File: src/rtl/debug_bus_arbiter.sv
// Two-master round-robin arbiter in front of a single read/write slave port.
// One transaction outstanding at a time; slave-side request, address and data are registered.
module debug_bus_arbiter #(
  parameter int AW      = 32,
  parameter int DW      = 32,
  parameter int TIMEOUT = 256
) (
  input  logic          clk,
  input  logic          rst,
  input  logic [1:0]    m_wreq,
  output logic [1:0]    m_wgnt,
  input  logic [2*AW-1:0] m_waddr,
  input  logic [2*DW-1:0] m_wdata,
  input  logic [1:0]    m_rreq,
  output logic [1:0]    m_rgnt,
  input  logic [2*AW-1:0] m_raddr,
  output logic [DW-1:0] m_rdata,
  output logic          s_wreq,
  output logic          s_rreq,
  input  logic          s_wgnt,
  input  logic          s_rgnt,
  output logic [AW-1:0] s_waddr,
  output logic [AW-1:0] s_raddr,
  output logic [DW-1:0] s_wdata,
  input  logic [DW-1:0] s_rdata,
  output logic          owner,
  output logic          busy,
  output logic          err_timeout
);
  localparam int TW = $clog2(TIMEOUT + 1);
  localparam logic [TW-1:0] TIMER_LAST = TW'(TIMEOUT - 1);

  typedef enum logic [1:0] {IDLE, REQ, RDATA} state_t;

  state_t        state;
  logic          last;
  logic [TW-1:0] timer;

  logic [1:0]    pend;
  logic          winner;
  logic          win_write;
  logic [AW-1:0] win_waddr;
  logic [DW-1:0] win_wdata;
  logic [AW-1:0] win_raddr;
  logic          own_wreq;
  logic          own_rreq;
  logic          own_req;
  logic          slv_gnt;

  // Handshake: a master holds req until it sees a one-cycle gnt; that gnt is the
  // slave's gnt passed through combinationally while the owner still requests.
  always_comb begin
    pend      = m_wreq | m_rreq;
    winner    = pend[~last] ? ~last : last;
    win_write = m_wreq[winner];
    win_waddr = winner ? m_waddr[AW +: AW] : m_waddr[0 +: AW];
    win_wdata = winner ? m_wdata[DW +: DW] : m_wdata[0 +: DW];
    win_raddr = winner ? m_raddr[AW +: AW] : m_raddr[0 +: AW];
    own_wreq  = m_wreq[owner];
    own_rreq  = m_rreq[owner];
    own_req   = s_wreq ? own_wreq : own_rreq;
    slv_gnt   = s_wreq ? s_wgnt : s_rgnt;
    m_wgnt    = 2'b00;
    m_rgnt    = 2'b00;
    if (state == REQ && s_wreq && s_wgnt && own_wreq) m_wgnt[owner] = 1'b1;
    if (state == REQ && s_rreq && s_rgnt && own_rreq) m_rgnt[owner] = 1'b1;
  end

  assign m_rdata = s_rdata;
  assign busy    = (state != IDLE);

  always_ff @(posedge clk) begin
    if (rst) begin
      state       <= IDLE;
      s_wreq      <= 1'b0;
      s_rreq      <= 1'b0;
      s_waddr     <= '0;
      s_raddr     <= '0;
      s_wdata     <= '0;
      owner       <= 1'b0;
      last        <= 1'b1;
      timer       <= '0;
      err_timeout <= 1'b0;
    end else begin
      err_timeout <= 1'b0;
      case (state)
        IDLE: begin
          if (|pend) begin
            owner <= winner;
            timer <= '0;
            state <= REQ;
            if (win_write) begin
              s_wreq  <= 1'b1;
              s_waddr <= win_waddr;
              s_wdata <= win_wdata;
            end else begin
              s_rreq  <= 1'b1;
              s_raddr <= win_raddr;
            end
          end
        end
        REQ: begin
          // Grant takes priority over both master abort and timeout.
          if (slv_gnt) begin
            s_wreq <= 1'b0;
            s_rreq <= 1'b0;
            last   <= owner;
            state  <= s_wreq ? IDLE : RDATA;
          end else if (!own_req) begin
            s_wreq <= 1'b0;
            s_rreq <= 1'b0;
            state  <= IDLE;
          end else if (timer == TIMER_LAST) begin
            s_wreq      <= 1'b0;
            s_rreq      <= 1'b0;
            err_timeout <= 1'b1;
            last        <= owner;
            state       <= IDLE;
          end else begin
            timer <= timer + 1'b1;
          end
        end
        RDATA:   state <= IDLE;
        default: state <= IDLE;
      endcase
    end
  end
endmodule

File: config.mk
export PLATFORM = sky130hd
export DESIGN_NAME = debug_bus_arbiter
export DESIGN_NICKNAME = d
export VERILOG_FILES = /design/src/rtl/debug_bus_arbiter.sv
export SDC_FILE = /design/constraint.sdc
export NUM_CORES = 1
export LEC_CHECK = 0
export CAP_MARGIN = 0
export CORE_AREA = 2 2 144 146
export DETAILED_ROUTE_END_ITERATION = 8
export DIE_AREA = 0 0 146 148
export DONT_BUFFER_PORTS = 1
export HOLD_SLACK_MARGIN = 0.06
export SETUP_SLACK_MARGIN = 0.1
export SLEW_MARGIN = 15
export SYNTH_ARGS = -nofsm -noshare
export SYNTH_HDL_FRONTEND = slang
export SYNTH_SLANG_ARGS = --single-unit
File: constraint.sdc
create_clock -name clk -period 3.01 [get_ports clk]
set_input_delay 0.301 -clock clk [delete_from_list [all_inputs] [get_ports clk]]
set_output_delay 0.301 -clock clk [all_outputs]
set_load 0.02 [all_outputs]
==> impl_metrics.yaml, run 1 <==
power_and_ir_drop:
  total_power_mw: 3.775
  p_per_area_mw_per_mm2: 638.6
  vdd_drop_max_mv: 0.2269
  p_leak_nw: 2.179
clock_network:
  cts_made_buffers: 9
  cts.clk_slew.worst_paths_ns: 0.08
  postCtsSetupBuffers: 0
  root_buffer: "clkbuf_16"
  insertion_delay_ns: 0.35
  clock_sinks: 112
  htreeDepth: 3
  cts_tree: "built"
  max-clock-path-buffers: 2
drt:
  wl_per_cell_um: 17.52
  drc: 0
  detail_route.iter0.violations: 228
  ant_nets: 0
  firstDrtPassIters: 4
  vias_per_cell: 5.195
  via_count: 4738
  drt-total-wl_mm: 15.98
cells_and_area:
  fillers: 2160
  drive_gt1_share_pct: 10.61
  final_common_cell: "nand2_1"
  final_nets: 871
  syn_to_final_growth_pct: 4.838
  layout_common_cells: "nand2_1 (133), dfxtp_1 (112), nor2_1 (71)"
synth:
  ys_ff_latch: 112
  yosysTopAreaCellShare_pct: 39.77
  synth_cell_types: 41
  synth_warnings: 0
  synth_area_leaders: "dfxtp_1 (40%), a311oi_1 (9.9%), nand2_1 (8.9%)"
  syn_nets: 940
  syn-mean-instance-area_um2: 7.986
  syn_area_mm2: 0.005638
  synth_top_area_cell: "dfxtp_1"
  yosysSeqAreaShare_pct: 39.77
  synthCells: 706
die:
  initial_core_util_pct: 28.13
  die_x_um: 146
  dieArea_mm2: 0.02161
  die_h_um: 148
  num_rows: 52
  ios: 369
  coreArea_mm2: 0.02004
sta:
  tightest_slew_ns: 0.9866
  fin_worst_skew_ns: 0.008437
  layout_worst_path_cycle_share_pct: 79.76
  setup_viol: 0
  slew_headroom_pct: 33.98
  hold_viol: 0
  min_period_ns: 2.401
  drv_slew: 0
  fin_setup_tns_ns: 0
  rsz0062_at_grt: "no"
  fmax_mhz: 416.5
worst_setup_path:
  slowest_delay_ns: 0.34
  startpoint: "timer[0]"
  timing.rr.start: "timer[0]"
  crit_path_top_delay_cell: "dfxtp_1"
  startpoint_type: "flip-flop"
  path_cells: "ha_1, and3_1, and3_1, and3_1, ha_1, nor4b_1, nand3_1, nor4_1, a221o_1"
  cp-end-kind: "flip-flop"
  r2r_setup_slack_ns: 0.61
  reg2reg_depth: 9
  arrival_ns: 2.69
  critPathKind: "flip-flop to flip-flop"
  crit_path_end: "timer[7]"
  crit_required_ns: 3.30
  crit_path_frequent_cell: "and3_1"
  r2r-end: "timer[7]"
  crit_fanout: 4
global_routing:
  grt_usage_pct: 13.94
  antenna_found_initial: 1
  grt_max_degree: 130
  grt-ovfl-total: 0
  grt_pass1_wl_mm: 23.72
  grt_pass1_vias: 4342
run_status:
  outcome: "finished clean"
run:
  drv_cap: 0
placement:
  gp_congestion: 0.7819
  dp_hpwl_mm: 11.49
  port_buffers: 0
worst_hold_path:
  hp-class: "primary input to flip-flop"
synthesized netlist by cell type:
library cell    n
nand2_1       133
dfxtp_1       112
nor2_1         72
a311oi_1       64
buf_4          38
nand3_1        38
a21oi_1        36
o21ai_0        35
clkbuf_1       34
nor2b_1        33
mux2_2         32
buf_2          12
buf_1           9
and3_1          6
o21a_1          6
inv_1           5
nor3_1          5
mux2i_1         3
a21boi_0        2
a31oi_1         2
and2_1          2
ha_1            2
nand2b_1        2
nor3b_1         2
nor4_1          2
o21ai_1         2
o22a_1          2
or3_1           2
a2111oi_4       1
a211o_1         1
a211oi_2        1
a21bo_1         1
a221o_1         1
a22o_1          1
a2bb2oi_1       1
mux4_2          1
nand2_2         1
nor4b_1         1
o211ai_1        1
o21bai_1        1
o22ai_1         1
cell families (layout without fill, tap and decap cells):
family,Yosys count,count (layout),synth area share [%]
fa+ha+maj,2,2,0.4438
buf+inv,98,33,9.321
other cells,0,1,0
mux,36,36,7.324
flops,112,112,39.77
compound gates,159,159,19.93
simple gates,299,299,23.21
registers in the layout, indices dropped and copies added, names as in the netlist, 2 cells and up:
signal	flops
timer	9
s_wdata	32
s_raddr	32
s_waddr	32
state	2
power by group:
group          internal, mW  switching [mW]  leakage (nW)
Sequential             1.64           0.320         0.922
Clock                 0.565           0.581         0.132
Combinational         0.270           0.394          1.12
Total                  2.48            1.30          2.18
layer usage:
layer / up-vias / global-route usage, % / wire length (µm)
li1: 2301 / - / -
met1: 2177 / 16.36 / 6549
met2: 233 / 22.85 / 7490
met3: 27 / 4.846 / 1483
met4: 0 / 6.699 / 459
met5: - / 0 / 0
worst max-delay path, delay by kind of cell, from the launching register on:
| kind | cells | cell delay [ns] |
|---|---|---|
| and+or+nand+nor | 6 | 1.45 |
| adders and majority gates | 2 | 0.42 |
| DFF | 1 | 0.34 |
| AOI/OAI and AO/OA | 1 | 0.14 |
repair_timing:
item / CTS / global route
endpoints found under the hold margin: 66 / 0
gates resized for setup: 0 / 0
hold buffers: 1 / 0
stage by stage:
stage,cells,instance area [µm²],hold slack [ns],worst slack [ns],utilization (%)
after floorplan,706,5638,0.4410,0.8305,-
after global placement,895,5612,0.3878,0.6624,28.00
after detailed placement,895,5612,0.3886,0.5929,28.00
after CTS,911,5908,0.07475,0.5771,29.48
after global routing,912,5911,0.07960,0.4316,29.50
final,912,5911,0.09769,0.6092,29.50
worst min path at each step:
stage,startpoint,end,slack [ns],cells after the start
after floorplan,timer[8],timer[8],0.44,2
after global placement,rst,s_wdata[8],0.39,1
after detailed placement,rst,s_wdata[6],0.39,1
after CTS,m_waddr[55],s_waddr[23],0.07,2
after global routing,m_waddr[9],s_waddr[9],0.08,2
final,m_wdata[35],s_wdata[3],0.1,2
layout make-up:
class | instances | area, µm² | area share (%)
multi-input cells | 496 | 2898 | 49.03
flip-flops and latches | 112 | 2242 | 37.93
well taps | 270 | 337.8 | 5.715
clock buffers | 9 | 225.2 | 3.810
repair buffers | 13 | 142.6 | 2.413
clock inverters | 6 | 43.79 | 0.7409
inverters | 5 | 18.77 | 0.3175
diodes | 1 | 2.502 | 0.04234
No activity file was read; power rests on OpenSTA's default activity.
==> run 2: changes to the inputs <==
--- a/config.mk
+++ b/config.mk
@@ -5,10 +5,11 @@
 export SDC_FILE = /design/constraint.sdc
 export NUM_CORES = 1
 export LEC_CHECK = 0
+export ABC_AREA = 1
 export CAP_MARGIN = 0
-export CORE_AREA = 2 2 144 146
+export CORE_AREA = 2 2 141 143
 export DETAILED_ROUTE_END_ITERATION = 8
-export DIE_AREA = 0 0 146 148
+export DIE_AREA = 0 0 143 145
 export DONT_BUFFER_PORTS = 1
 export HOLD_SLACK_MARGIN = 0.06
 export SETUP_SLACK_MARGIN = 0.1
==> constraint.sdc (replaced) <==
create_clock -name clk -period 2.1 [get_ports clk]
set_input_delay 0.21 -clock clk [delete_from_list [all_inputs] [get_ports clk]]
set_output_delay 0.21 -clock clk [all_outputs]
set_load 0.02 [all_outputs]
==> run 2 against run 1 <==
Against the previous run:
- final area rose by 9.6%
- critical endpoint is now m_rgnt[1]
- via count rose by 22%
- highest routed layer unchanged
- sequential power is 52% higher
==> impl_metrics.yaml, run 2 <==
run_status:
  outcome: "finished clean"
global_routing:
  grt-ovfl-total: 0
  grt_max_degree: 76
  grt_usage_pct: 17.03
  grt_pass1_vias: 5497
  grt_pass1_wl_mm: 28.05
  antenna_found_initial: 0
placement:
  gp_congestion: 0.8628
  port_buffers: 0
  dp_hpwl_mm: 12.55
die:
  ios: 369
  die_x_um: 143
  dieArea_mm2: 0.02074
  initial_core_util_pct: 31.95
  coreArea_mm2: 0.01921
  die_h_um: 145
  num_rows: 51
worst_setup_path:
  cp-end-kind: "output pin"
  crit_fanout: 10
  path_cells: "nand2_1, inv_1, nand3_1, nor2_2"
  critPathKind: "flip-flop to output pin"
  reg2reg_depth: 11
  path_delay_family: "simple AND/OR/NAND/NOR gates"
  crit_buf_inv: 1
  slowest_delay_ns: 0.39
  arrival_ns: 1.66
  startpoint_type: "flip-flop"
  crit_required_ns: 1.89
  crit_path_top_delay_cell: "dfxtp_1"
  cp.depth: 4
synth:
  synth_top_area_cell: "dfxtp_1"
  yosysSeqAreaShare_pct: 36.53
  synthFlopType: "dfxtp_1"
  yosysTopAreaCellShare_pct: 36.53
  syn_area_mm2: 0.006137
  synth_cell_types: 23
  ys_ff_latch: 112
  syn-mean-instance-area_um2: 6.212
  synth_common_cells: "nand2_1 (304), nor2_1 (151), nand3_1 (116)"
  synth-edff-count: 0
  synthCells: 988
  synth_async_sr_flop_share_pct: 0
  synth_area_leaders: "dfxtp_1 (37%), nand2_1 (19%), nand3_1 (9.5%)"
  syn_nets: 1222
  synth_warnings: 0
  yosysMostFrequentCell: "nand2_1"
drt:
  via_count: 5792
  wl_per_cell_um: 15.34
  drt-total-wl_mm: 18.21
  firstDrtPassIters: 5
  drc: 0
  detail_route.iter0.violations: 330
  ant_nets: 0
  vias_per_cell: 4.880
power_and_ir_drop:
  vdd_drop_max_mv: 0.4044
  p_leak_nw: 3.036
  total_power_mw: 6.297
  p_per_area_mw_per_mm2: 971.8
clock_network:
  htreeDepth: 3
  clock_sinks: 112
  insertion_delay_ns: 0.36
  cts_tree: "built"
  root_buffer: "clkbuf_16"
  max-clock-path-buffers: 2
  cts.clk_slew.worst_paths_ns: 0.08
  cts_made_buffers: 9
sta:
  fin_hold_ws_ns: 0.07758
  layout_worst_path_cycle_share_pct: 89.02
  hold_viol: 0
  min_period_ns: 1.869
  tightest_slew_ns: 0.6367
  slew_headroom_pct: 57.55
  fin_setup_tns_ns: 0
  rsz0062_at_grt: "no"
  fmax_mhz: 534.9
  fin_worst_skew_ns: 0.009350
  setup_viol: 0
  drv_slew: 0
worst_hold_path:
  hp-class: "primary input to flip-flop"
  min_path_cells: 4
run:
  drv_cap: 0
cells_and_area:
  antennaDiodeCount: 0
  drive_gt1_share_pct: 5.640
  final_nets: 1151
  syn_to_final_growth_pct: 5.586
  final_common_cell: "nand2_1"
  largest_registers: "s_raddr: 32 flops, s_waddr: 32 flops, s_wdata: 32 flops"
  layout_common_cells: "nand2_1 (300), nor2_1 (146), nand3_1 (115)"
run 2: cell types whose count changed after synthesis, sizes merged, moves of 14 or more:
cell	change
nand2	+171
nor2	+79
nand3	+78
a311oi	-64
inv	+44
a21oi	+38
nor2b	-33
mux2	-32
o21ai	+32
buf	+14
run 2: metal layers:
layer / vias to the layer above / track usage [%] / share of wire, %
met2: 226 / 30.12 / 48
met1: 2561 / 18.46 / 41
met5: - / 0 / 0
li1: 2964 / - / -
met3: 41 / 5.182 / 8.6
met4: 0 / 7.624 / 2.8
run 2: repair_timing:
action,CTS,global route
hold endpoints to repair,12,0
hold buffers,2,0
setup endpoints to repair,0,15
resized for setup,0,13
buffers inserted,0,1
run 2: worst min-delay path: stages:
cell     delay [ns]
nand2_1        0.03
nand2_1        0.05
nor2_1         0.04
nor2_1         0.08
run 2: cell type report:
type / count / area, µm²
fillers: 2138 / 12730
inverters: 50 / 187.7
clock buffers: 10 / 239.0
clock inverters: 6 / 76.32
flip-flops and latches: 112 / 2245
well taps: 265 / 331.6
repair buffers: 18 / 216.5
multi-input cells: 726 / 3184
run 2: path summary, 6_finish.rpt:
kind         slack (ns)           to   startpoint
max                0.23    m_rgnt[1]     state[0]
min                0.08  s_raddr[21]  m_raddr[53]
max reg2reg        0.26       s_rreq     timer[0]
min reg2reg        0.46     timer[8]     timer[8]
run 2: stage by stage:
step                util (%)  cells  setup WS (ns)  instance area, µm²
finish                 33.74   1187         0.2306                6480
global route           33.74   1187        0.08815                6480
CTS                    33.46   1185         0.1145                6427
detailed placement     31.72   1167         0.1707                6092
global placement       31.72   1167         0.2174                6092
floorplan                  -    988         0.2861                6137
run 2: logic make-up (layout without fill, tap and decap cells):
group | after synthesis | after routing | share of synthesized area (%)
compound gates | 144 | 144 | 11.85
xor+xnor | 1 | 1 | 0.1427
fa+ha+maj | 2 | 2 | 0.4077
buf+inv | 150 | 84 | 12.70
flops | 112 | 112 | 36.53
simple gates | 579 | 579 | 38.37
run 2: report_power, final:
part / switching (mW) / internal [mW] / leakage [nW]
sequential: 0.567 / 2.41 / 0.926
combinational: 0.970 / 0.507 / 1.96
clock: 0.861 / 0.979 / 0.149
total: 2.40 / 3.90 / 3.04
==> run 3: changes to the inputs <==
--- a/config.mk
+++ b/config.mk
@@ -5,11 +5,10 @@
 export SDC_FILE = /design/constraint.sdc
 export NUM_CORES = 1
 export LEC_CHECK = 0
-export ABC_AREA = 1
 export CAP_MARGIN = 0
-export CORE_AREA = 2 2 141 143
+export CORE_AREA = 2 2 144 146
 export DETAILED_ROUTE_END_ITERATION = 8
-export DIE_AREA = 0 0 143 145
+export DIE_AREA = 0 0 146 148
 export DONT_BUFFER_PORTS = 1
 export HOLD_SLACK_MARGIN = 0.06
 export SETUP_SLACK_MARGIN = 0.1
==> constraint.sdc (replaced) <==
create_clock -name clk -period 2.1 [get_ports clk]
set_input_delay 0.42 -clock clk [delete_from_list [all_inputs] [get_ports clk]]
set_output_delay 0.42 -clock clk [all_outputs]
set_load 0.02 [all_outputs]
==> run 3 against run 2 <==
Against the previous run:
- register-to-register slack got worse by 0.24 ns
- first-iteration DRC count decreased by 39%
- core utilization decreased by 2.6 points
- sequential cell count unchanged
- hold slack improved by 0.083 ns
- largest cell class unchanged
==> impl_metrics.yaml, run 3 (synthesized netlist as in run 1, its figures left out) <==
global_routing:
  grt_pass1_vias: 4349
  grt-ovfl-total: 0
  grt_max_degree: 137
  antenna_found_initial: 2
  grt_pass1_wl_mm: 23.81
  grt_usage_pct: 13.81
drt:
  vias_per_cell: 5.113
  drc: 0
  wl_per_cell_um: 17.02
  via_count: 4791
  drt-total-wl_mm: 15.95
  detail_route.iter0.violations: 200
  firstDrtPassIters: 4
  ant_nets: 0
worst_setup_path:
  cp-end-kind: "flip-flop"
  arrival_ns: 2.37
  startpoint_type: "flip-flop"
  crit_fanout: 4
  critPathKind: "flip-flop to flip-flop"
  crit_required_ns: 2.39
sta:
  drv_slew: 0
  min_period_ns: 2.076
  tightest_slew_ns: 0.9622
  rsz0062_at_grt: "yes"
  slew_headroom_pct: 35.61
  fin_worst_skew_ns: 0.007660
  layout_worst_path_cycle_share_pct: 98.87
  setup_viol: 0
  fmax_mhz: 481.6
  hold_viol: 0
run:
  drv_cap: 0
cells_and_area:
  final_util_pct: 31.15
  fillers: 2135
  largest_registers: "s_raddr: 32 flops, s_waddr: 32 flops, s_wdata: 32 flops"
  drive_gt1_share_pct: 16.84
  final_common_cell: "nand2_1"
  multi_input_comb_area_mm2: 0.002995
  finish.instance_area_mm2: 0.006242
  final_nets: 894
  syn_to_final_growth_pct: 10.72
  layout_common_cells: "nand2_1 (133), dfxtp_1 (108), nor2_1 (70)"
  regArea_mm2: 0.002247
worst_hold_path:
  hp-class: "primary input to flip-flop"
die:
  die_h_um: 148
  coreArea_mm2: 0.02004
  dieArea_mm2: 0.02161
  die_x_um: 146
  ios: 369
  initial_core_util_pct: 28.13
  num_rows: 52
clock_network:
  cts_made_buffers: 9
  htreeDepth: 3
  clock_sinks: 112
  cts_hold_buf: 0
  root_buffer: "clkbuf_16"
  cts.clk_slew.worst_paths_ns: 0.08
  cts_tree: "built"
  insertion_delay_ns: 0.35
  max-clock-path-buffers: 2
power_and_ir_drop:
  vdd_drop_max_mv: 0.3350
  p_per_area_mw_per_mm2: 884.9
  p_leak_nw: 2.315
  total_power_mw: 5.524
placement:
  gp_congestion: 0.7653
  port_buffers: 0
  dpl-instance-area_mm2: 0.005793
  dp_hpwl_mm: 11.50
run_status:
  outcome: "finished clean"
run 3: changes by cell type in the layout (fill, tap and decap cells not counted), sizes merged, moves of 33 or more:
cell,previous run,this run
nor2b,0,33
nand2,305,134
a311oi,0,64
inv,52,5
a21oi,74,36
nor2,151,72
nand3,116,38
run 3: metrics by stage:
step | instances | setup slack (ns) | hold WS (ns) | setup TNS, ns
4_1_cts | 932 | 0.08915 | 0.1203 | 0
3_5_place_dp | 911 | -0.04829 | 0.4853 | -0.1444
3_3_place_gp | 911 | -0.01547 | 0.4725 | -0.02285
2_1_floorplan | 706 | 0.1110 | 0.4453 | 0
6_report | 937 | 0.02379 | 0.1603 | 0
5_1_grt | 937 | -0.07473 | 0.1337 | -0.07473
run 3: critical path, stage by stage, from the launching register on:
cell	delay [ns]
dfxtp_2	0.33
ha_2	0.18
and3_4	0.18
and3_4	0.14
and3_4	0.18
ha_4	0.17
nor4b_4	0.26
nand3_2	0.15
nor4_2	0.29
a221o_1	0.15
run 3: final timing paths:
path | start | endpoint | slack (ns) | cells after the start
worst max-delay path | timer[0] | timer[7] | 0.02 | 9
worst min-delay path | rst | state[0] | 0.16 | 1
worst max register to register | timer[0] | timer[7] | 0.02 | 9
worst min register to register | timer[3] | timer[3] | 0.50 | 1
run 3: power breakdown:
| group | switching, mW | internal (mW) | leakage [nW] |
|---|---|---|---|
| Clock | 0.812 | 0.873 | 0.135 |
| Combinational | 0.581 | 0.454 | 1.26 |
| Sequential | 0.447 | 2.36 | 0.923 |
| Total | 1.84 | 3.68 | 2.31 |
run 3: cell type report:
type | count | share of cell area [%]
Tap cell | 270 | 5.412
Sequential cell | 112 | 36.00
Timing Repair Buffer | 36 | 5.652
Antenna cell | 2 | 0.08018
Clock buffer | 12 | 4.109
Inverter | 5 | 0.3007
Multi-Input combinational cell | 496 | 47.99
Clock inverter | 4 | 0.4610
run 3: timing repair:
| action | in CTS | in global routing |
|---|---|---|
| gates resized for setup | 16 | 8 |
| buffers inserted | 5 | 3 |
| setup endpoints to repair | 31 | 59 |
| cloned | 0 | 0 |
| pin swaps | 8 | 5 |
run 3: metal layers:
metal	wire, µm	share of wire, %	global-route usage, %
met4	286	1.8	4.854
met3	1569	9.8	5.154
met5	0	0	0
met1	6481	41	16.26
met2	7613	48	23.16
